==> src/rtl/cp0_unit.sv <==
// System coprocessor 0 for the M stage: SR, Cause, EPC and PRId, mtc0/mfc0
// access, interrupt/exception request generation and the eret return address.
module cp0_unit #(
    parameter logic [31:0] PRID = 32'h0000_0700
) (
    input  logic        clk,
    input  logic        reset,
    input  logic        en,
    input  logic [4:0]  CP0Add,
    input  logic [31:0] CP0In,
    input  logic [31:0] VPC,
    input  logic        BDIn,
    input  logic [4:0]  ExcCodeIn,
    input  logic [5:0]  HWInt,
    input  logic        EXLClr,
    output logic [31:0] CP0Out,
    output logic [31:0] EPCOut,
    output logic        Req
);

    localparam logic [4:0] ADDR_SR    = 5'd12;
    localparam logic [4:0] ADDR_CAUSE = 5'd13;
    localparam logic [4:0] ADDR_EPC   = 5'd14;
    localparam logic [4:0] ADDR_PRID  = 5'd15;

    // Only the architecturally defined fields are stored; every other bit
    // of SR and Cause is a constant zero on read.
    logic [5:0]  im_q, im_d;
    logic        exl_q, exl_d;
    logic        ie_q, ie_d;
    logic        bd_q, bd_d;
    logic [5:0]  ip_q, ip_d;
    logic [4:0]  exccode_q, exccode_d;
    logic [31:0] epc_q, epc_d;

    logic        int_req;
    logic        exc_req;
    logic [31:0] sr_read;
    logic [31:0] cause_read;

    // An interrupt pre-empts a concurrent instruction exception; EXL blocks both.
    assign int_req = (|(HWInt & im_q)) & ie_q & ~exl_q;
    assign exc_req = (ExcCodeIn != 5'd0) & ~exl_q;
    assign Req     = int_req | exc_req;

    assign sr_read    = {16'd0, im_q, 8'd0, exl_q, ie_q};
    assign cause_read = {bd_q, 15'd0, ip_q, 3'd0, exccode_q, 2'd0};

    // Forward a same-cycle mtc0 EPC so an immediately following eret sees it.
    assign EPCOut = (en && CP0Add == ADDR_EPC) ? CP0In : epc_q;

    // Next-state: exception entry has absolute priority over mtc0 and eret.
    always_comb begin
        im_d      = im_q;
        exl_d     = exl_q;
        ie_d      = ie_q;
        bd_d      = bd_q;
        ip_d      = HWInt;
        exccode_d = exccode_q;
        epc_d     = epc_q;
        if (Req) begin
            exl_d     = 1'b1;
            exccode_d = int_req ? 5'd0 : ExcCodeIn;
            bd_d      = BDIn;
            epc_d     = BDIn ? (VPC - 32'd4) : VPC;
        end else begin
            if (en && CP0Add == ADDR_SR) begin
                im_d  = CP0In[15:10];
                exl_d = CP0In[1];
                ie_d  = CP0In[0];
            end
            if (en && CP0Add == ADDR_EPC) begin
                epc_d = CP0In;
            end
            // eret overrides only the EXL bit of a coincident SR write.
            if (EXLClr) begin
                exl_d = 1'b0;
            end
        end
    end

    // State register with synchronous reset.
    always_ff @(posedge clk) begin
        if (reset) begin
            im_q      <= 6'd0;
            exl_q     <= 1'b0;
            ie_q      <= 1'b0;
            bd_q      <= 1'b0;
            ip_q      <= 6'd0;
            exccode_q <= 5'd0;
            epc_q     <= 32'd0;
        end else begin
            im_q      <= im_d;
            exl_q     <= exl_d;
            ie_q      <= ie_d;
            bd_q      <= bd_d;
            ip_q      <= ip_d;
            exccode_q <= exccode_d;
            epc_q     <= epc_d;
        end
    end

    // mfc0 read multiplexer.
    always_comb begin
        CP0Out = 32'd0;
        case (CP0Add)
            ADDR_SR:    CP0Out = sr_read;
            ADDR_CAUSE: CP0Out = cause_read;
            ADDR_EPC:   CP0Out = epc_q;
            ADDR_PRID:  CP0Out = PRID;
            default:    CP0Out = 32'd0;
        endcase
    end

endmodule

==> config.mk <==
export PLATFORM = sky130hd
export DESIGN_NAME = cp0_unit
export DESIGN_NICKNAME = d
export VERILOG_FILES = /design/src/rtl/cp0_unit.sv
export SDC_FILE = /design/constraint.sdc
export NUM_CORES = 1
export LEC_CHECK = 0
export BUFFER_PORTS_ARGS = -buffer_cell sky130_fd_sc_hd__buf_2
export CORE_MARGIN = 2
export CORE_UTILIZATION = 51
export CTS_CLUSTER_DIAMETER = 200
export CTS_CLUSTER_SIZE = 28
export DETAILED_ROUTE_END_ITERATION = 7
export GPL_ROUTABILITY_DRIVEN = 1
export PLACE_DENSITY = 0.88
export REMOVE_ABC_BUFFERS = 1
export SLEW_MARGIN = 20
export SYNTH_ARGS = -nofsm -noshare
export SYNTH_HDL_FRONTEND = slang
export SYNTH_SLANG_ARGS = --single-unit
==> constraint.sdc <==
create_clock -name clk -period 6.6 [get_ports clk]
set_input_delay 0.66 -clock clk [delete_from_list [all_inputs] [get_ports clk]]
set_output_delay 0.66 -clock clk [all_outputs]
set_load 0.01 [all_outputs]
---- Word-level counts from Yosys, hierarchy flattened ----
Index checks and enable logic that the tools add are counted.
storage, ports and cells
  word-level logic and storage cells ...... 33
  flip-flop bits (word level) ............. 52
  output and inout bits ................... 65
  memories kept ........................... 0
  bits in latches ......................... 0
  ROM bits ................................ 0
  input port bits ......................... 85
  bits in writable memories ............... 0
operators by class
  $mul .................................... 0
  eq/ne operators ......................... 4
  $add $sub $neg .......................... 1
  reductions and logical operators ........ 6
  shift-type cells ........................ 0
  divide/modulo/power cells ............... 0
  multiplexer cells ....................... 8
  bitwise logic cells ..................... 7
  order comparisons ....................... 0
operators with widths
  cell                   count
  $pmux 32 s4            1
  $mux 32                3
  $sub 32x3->32 const B  1
  $eq 5x4->1 const B     4
  $and 6x6->6            1
  $reduce_or 6->1        1
  $mux 5                 1
  $reduce_bool 5->1      1
  $and 1x1->1            3
  $mux 1                 3
  $reduce_bool 3->1      1
  $logic_and 1x1->1      2
  $not 1->1              2
  $reduce_and 2->1       1
  $or 1x1->1             1

---- Logic depth before layout (Yosys ltp) ----
  depth in word-level cells ............... 7
  mapped depth ............................ 8
  gate-level depth less buffers ........... 6

---- Least setup slack after synthesis ----
No wires, ideal clock.
  kind .................................... input port to output port
  from .................................... input port CP0Add[4]
  to ...................................... output port EPCOut[0]
  arrival time ............................ 2081 ps
  data required time ...................... 5940 ps
  path buffers ............................ 2
  setup slack ............................. 3859 ps
  cell stages on the path ................. 5
  cell sequence ........................... and4bb_1 > and3_1 > clkbuf_1 > buf_1 > mux2_2
on the way
  word-level cells in the longest chain between the ends .. 3
ends and longest elaborated chain
  element            line  RTL
  from (decl)        9     input logic [4:0] CP0Add,
  $eq 5x4->1         50    assign EPCOut = (en && CP0Add == ADDR_EPC) ? CP0In : epc_q;
  $logic_and 1x1->1  50
  $mux 32            n/a
  to (decl)          17    output logic [31:0] EPCOut,
No other way between the ends.

---- Final worst setup path ----
  from .................................... input port CP0Add[0]
  to ...................................... output port EPCOut[10]
The elaborated chain is that of the path after synthesis.

==> reports/qor.log <==
INFO  status         outcome=completed
INFO  worst_setup_path reg2reg_setup_slack=4.07ns
INFO  worst_setup_path crit_arrival=3.17ns
INFO  pwr            power.sequential.fraction=0.481
INFO  synthesis      syn_area=3237um2
INFO  synthesis      synth_top_cells_by_count=dfxtp_1 (52), nor2_1 (51), a211oi_1 (26)
INFO  timing         rsz0062_at_grt=false
INFO  pwr            cellPowerDensity=178.4nW/um2
INFO  drt            routed_via_density=5.637
INFO  clocking       cts-root-buf=clkbuf_8
INFO  die            dieHeight=83.67um
INFO  synthesis      seq_area_frac_synth=0.3216
INFO  timing         worstMarginPinSlew=0.9851ns
INFO  timing         relSlewSlack=0.3433
INFO  timing         fin_skew=0.009625ns
INFO  worst_setup_path worst_setup_path_end_kind=primary output
INFO  pwr            vdd_ir_max=104.1uV
INFO  timing         clock.fmax=0.2613GHz
INFO  die            die_x=83.67um
INFO  timing         drv_slew=0
INFO  min_path       holdPathStages=2
INFO  synthesis      synth_largest_area_cell=dfxtp_1
INFO  pwr            power_report.internal_total=522.1uW
INFO  clocking       cts.htree.levels=2
INFO  synthesis      yosys_most_used_dff=dfxtp_1
INFO  worst_setup_path path_cells=buf_2 -> and4bb_1 -> and3_1 -> buf_4 -> mux2_1 -> buf_2
INFO  final_layout   final_layout_size_suffix_gt1_frac=0.3730
INFO  clocking       clock_latency=0.30ns
INFO  synthesis      synth_cell_type_count=51
INFO  synthesis      postSynthAreaPerCell=8.820um2
INFO  global_routing global_route.overflow_total=0
INFO  final_layout   sequential_cell_area=1041um2
INFO  min_path       classification_of_the_worst_slack_hold_path=register to register
INFO  drt            detailroute.via_count=3230
INFO  worst_setup_path worst-path-buf-inv=3
INFO  worst_setup_path crit_required=5.94ns
INFO  clocking       ctsResizeCount=0
INFO  timing         fin_crit=3.826ns
INFO  worst_setup_path timing.critical_path.from_type=primary input
INFO  drt            drt-pass1-iter-count=4
INFO  worst_setup_path reg2reg_depth=7
INFO  placed_design  dpl_worst_slack=2.771ns
INFO  pwr            power_switching=203.0uW
INFO  pwr            p_clk_frac=0.297
INFO  drt            drt_iter0_markers=195
INFO  final_layout   syn_to_final_growth=25.55%
INFO  timing         final.setup.tns=0ns
INFO  timing         final_count_of_hold_timing_violations=0
INFO  pwr            p_leak=1.867nW
INFO  clocking       clk_path_buf_depth=2
INFO  final_layout   filler_cell_count=541
INFO  global_routing grt_first_pass_wirelength=14440um
INFO  min_path       min_to=bd_q
INFO  synthesis      yosys_register_bits=52
INFO  synthesis      synth.area.top_cells=dfxtp_1 (32%), mux2_1 (8.0%), xnor2_1 (6.5%), a211oi_1 (6.0%), nor2_1 (5.9%)
INFO  global_routing track_usage=0.2505
INFO  final_layout   multiInputGateArea=2043um2
INFO  worst_setup_path timing.critical_path.max_delay_family=simple AND/OR/NAND/NOR gates
INFO  timing         setup_violations=0
INFO  placed_design  place.port_buffers=149
INFO  worst_setup_path reg2reg_from=im_q[1]
INFO  clocking       clock_tree_from_tritoncts=done
INFO  drt            drt.antenna.violating_nets=0
INFO  die            die-area=7000um2
INFO  final_layout   nets=581
INFO  drt            wl_per_cell=15.40um
INFO  synthesis      share_of_flip_flops_with_an_asynchronous_set_or_reset=0
INFO  placed_design  globalplace.congestion=0.8290
INFO  min_path       hold_path.startpoint=bd_q
INFO  synthesis      synthesis.instances=367
INFO  drt            drc=0
INFO  run            cap_violations=0
INFO  worst_setup_path worst_path_max_delay_cell=and4bb_1
INFO  worst_setup_path timing.rr.end=epc_q[17]
INFO  drt            totalWireLength=8827um
INFO  die            io_pins=150
INFO  final_layout   diodes=0
INFO  worst_setup_path worstSetupPathType=primary input to primary output
INFO  clocking       tritoncts.num_buffers=5
INFO  clocking       cts.hold.buffers_added=0
INFO  synthesis      synth_largest_type_area_fraction=0.3216
INFO  worst_setup_path worst_path_max_fanout=24
INFO  global_routing grt_max_degree=53
INFO  synthesis      synthMostInstantiatedCell=dfxtp_1
INFO  die            initial_utilization=0.5186
INFO  global_routing grt_antenna_before_repair=0
INFO  die            placementRows=29
INFO  timing         final_critical_path_setup_slack=2.774ns
INFO  clocking       clkSinkCount=52
INFO  placed_design  dp_hpwl=6716um
INFO  worst_setup_path crit_path_max_incr_delay=0.79ns
INFO  pwr            power_switching_share=0.2799
INFO  clocking       clkTransAtPathRegs=0.08ns
INFO  synthesis      ys.warnings.count=0
INFO  clocking       post_cts_buffers=0
INFO  synthesis      synth_enable_flop_cells=0
INFO  timing         fin_crit_sh=0.5798
INFO  worst_setup_path cpMostUsedCell=buf_2
INFO  die            area_inside_the_core_boundary=6241um2
INFO  global_routing grt_pass1_vias=3058
INFO  pwr            comb_power_share=0.222
==> final cells by class <==
type | count | share of cell area
well taps | 77 | 0.02371
flip-flops and latches | 52 | 0.2562
clock inverters | 2 | 0.008621
inverters | 4 | 0.003695
multi-input cells | 281 | 0.5028
clock buffers | 6 | 0.01786
repair buffers | 151 | 0.1872
==> per-layer routing <==
metal | vias up | share of wire | wire, um | global-route usage
li1 | 1584 | - | - | -
met1 | 1501 | 0.42 | 3699 | 0.3072
met2 | 129 | 0.49 | 4361 | 0.4342
met3 | 16 | 0.063 | 555 | 0.04748
met4 | 0 | 0.024 | 209 | 0.09531
met5 | - | 0 | 0 | 0
==> kinds of logic (layout without fill, tap and decap cells) <==
family,after synthesis,after routing,share of synthesized area
AOI/OAI and AO/OA,64,64,0.1477
xor gates and xnor gates,28,28,0.07576
adders and majority gates,1,1,0.003865
buffers and inverters,34,163,0.04716
DFF,52,52,0.3216
muxes,42,42,0.1423
and+or+nand+nor,146,146,0.2617
==> layout by cell type (no fill, tap or decap), drive strengths merged, types with 4 or more instances in the layout <==
cell type,instances
buf,151
dfxtp,52
nor2,51
mux2,32
a211oi,28
xnor2,24
nand2,19
and3,17
nor3,11
mux2i,10
nor4,10
a22o,9
nor2b,8
o21ai,7
a22oi,6
a21oi,6
clkbuf,6
nand3,5
or3,5
or4,5
xor2,4
inv,4
==> tightest hold or removal path, delay by kind of cell, from the launching register on <==
kind	cells	cell delay [ns]
flip-flops	1	0.31
AND/OR/NAND/NOR	1	0.05
AO/OA/AOI/OAI	1	0.05
==> metrics by stage <==
stage	total power [mW]	area [um2]	util	instances	hold WS (ns)
2_1_floorplan	0.4371	3099	-	337	0.4255
4_1_cts	0.7290	4064	0.6512	573	0.4671
6_report	0.7250	4064	0.6512	573	0.4614
3_5_place_dp	0.5161	3956	0.6339	565	0.4494
5_1_grt	0.7614	4064	0.6512	573	0.4934
3_3_place_gp	0.5113	3956	0.6339	565	0.4445
==> power groups by stage <==
stage	clock [mW]	sequential (mW)	combinational, mW
floorplan	0	0.351	0.0857
global placement	0	0.355	0.156
detailed placement	0	0.356	0.160
CTS	0.219	0.349	0.161
global route	0.232	0.351	0.178
finish	0.216	0.348	0.161
==> flip-flops by register name (all words and copies together) (netlist names) <==
register	count
epc_q	32
im_q	6
ip_q	6
exccode_q	5
bd_q	1
exl_q	1
ie_q	1
==> worst max-delay path by stage <==
stage,from,end,slack [ns],cells after the start
2_1_floorplan,CP0Add[4],EPCOut[30],3.36,3
3_3_place_gp,CP0Add[0],EPCOut[19],2.90,6
3_5_place_dp,CP0Add[0],EPCOut[26],2.77,6
4_1_cts,CP0Add[0],EPCOut[26],2.76,6
5_1_grt,CP0Add[0],EPCOut[25],2.61,6
6_report,CP0Add[0],EPCOut[10],2.77,6
No activity file was read; power rests on OpenSTA's default activity.
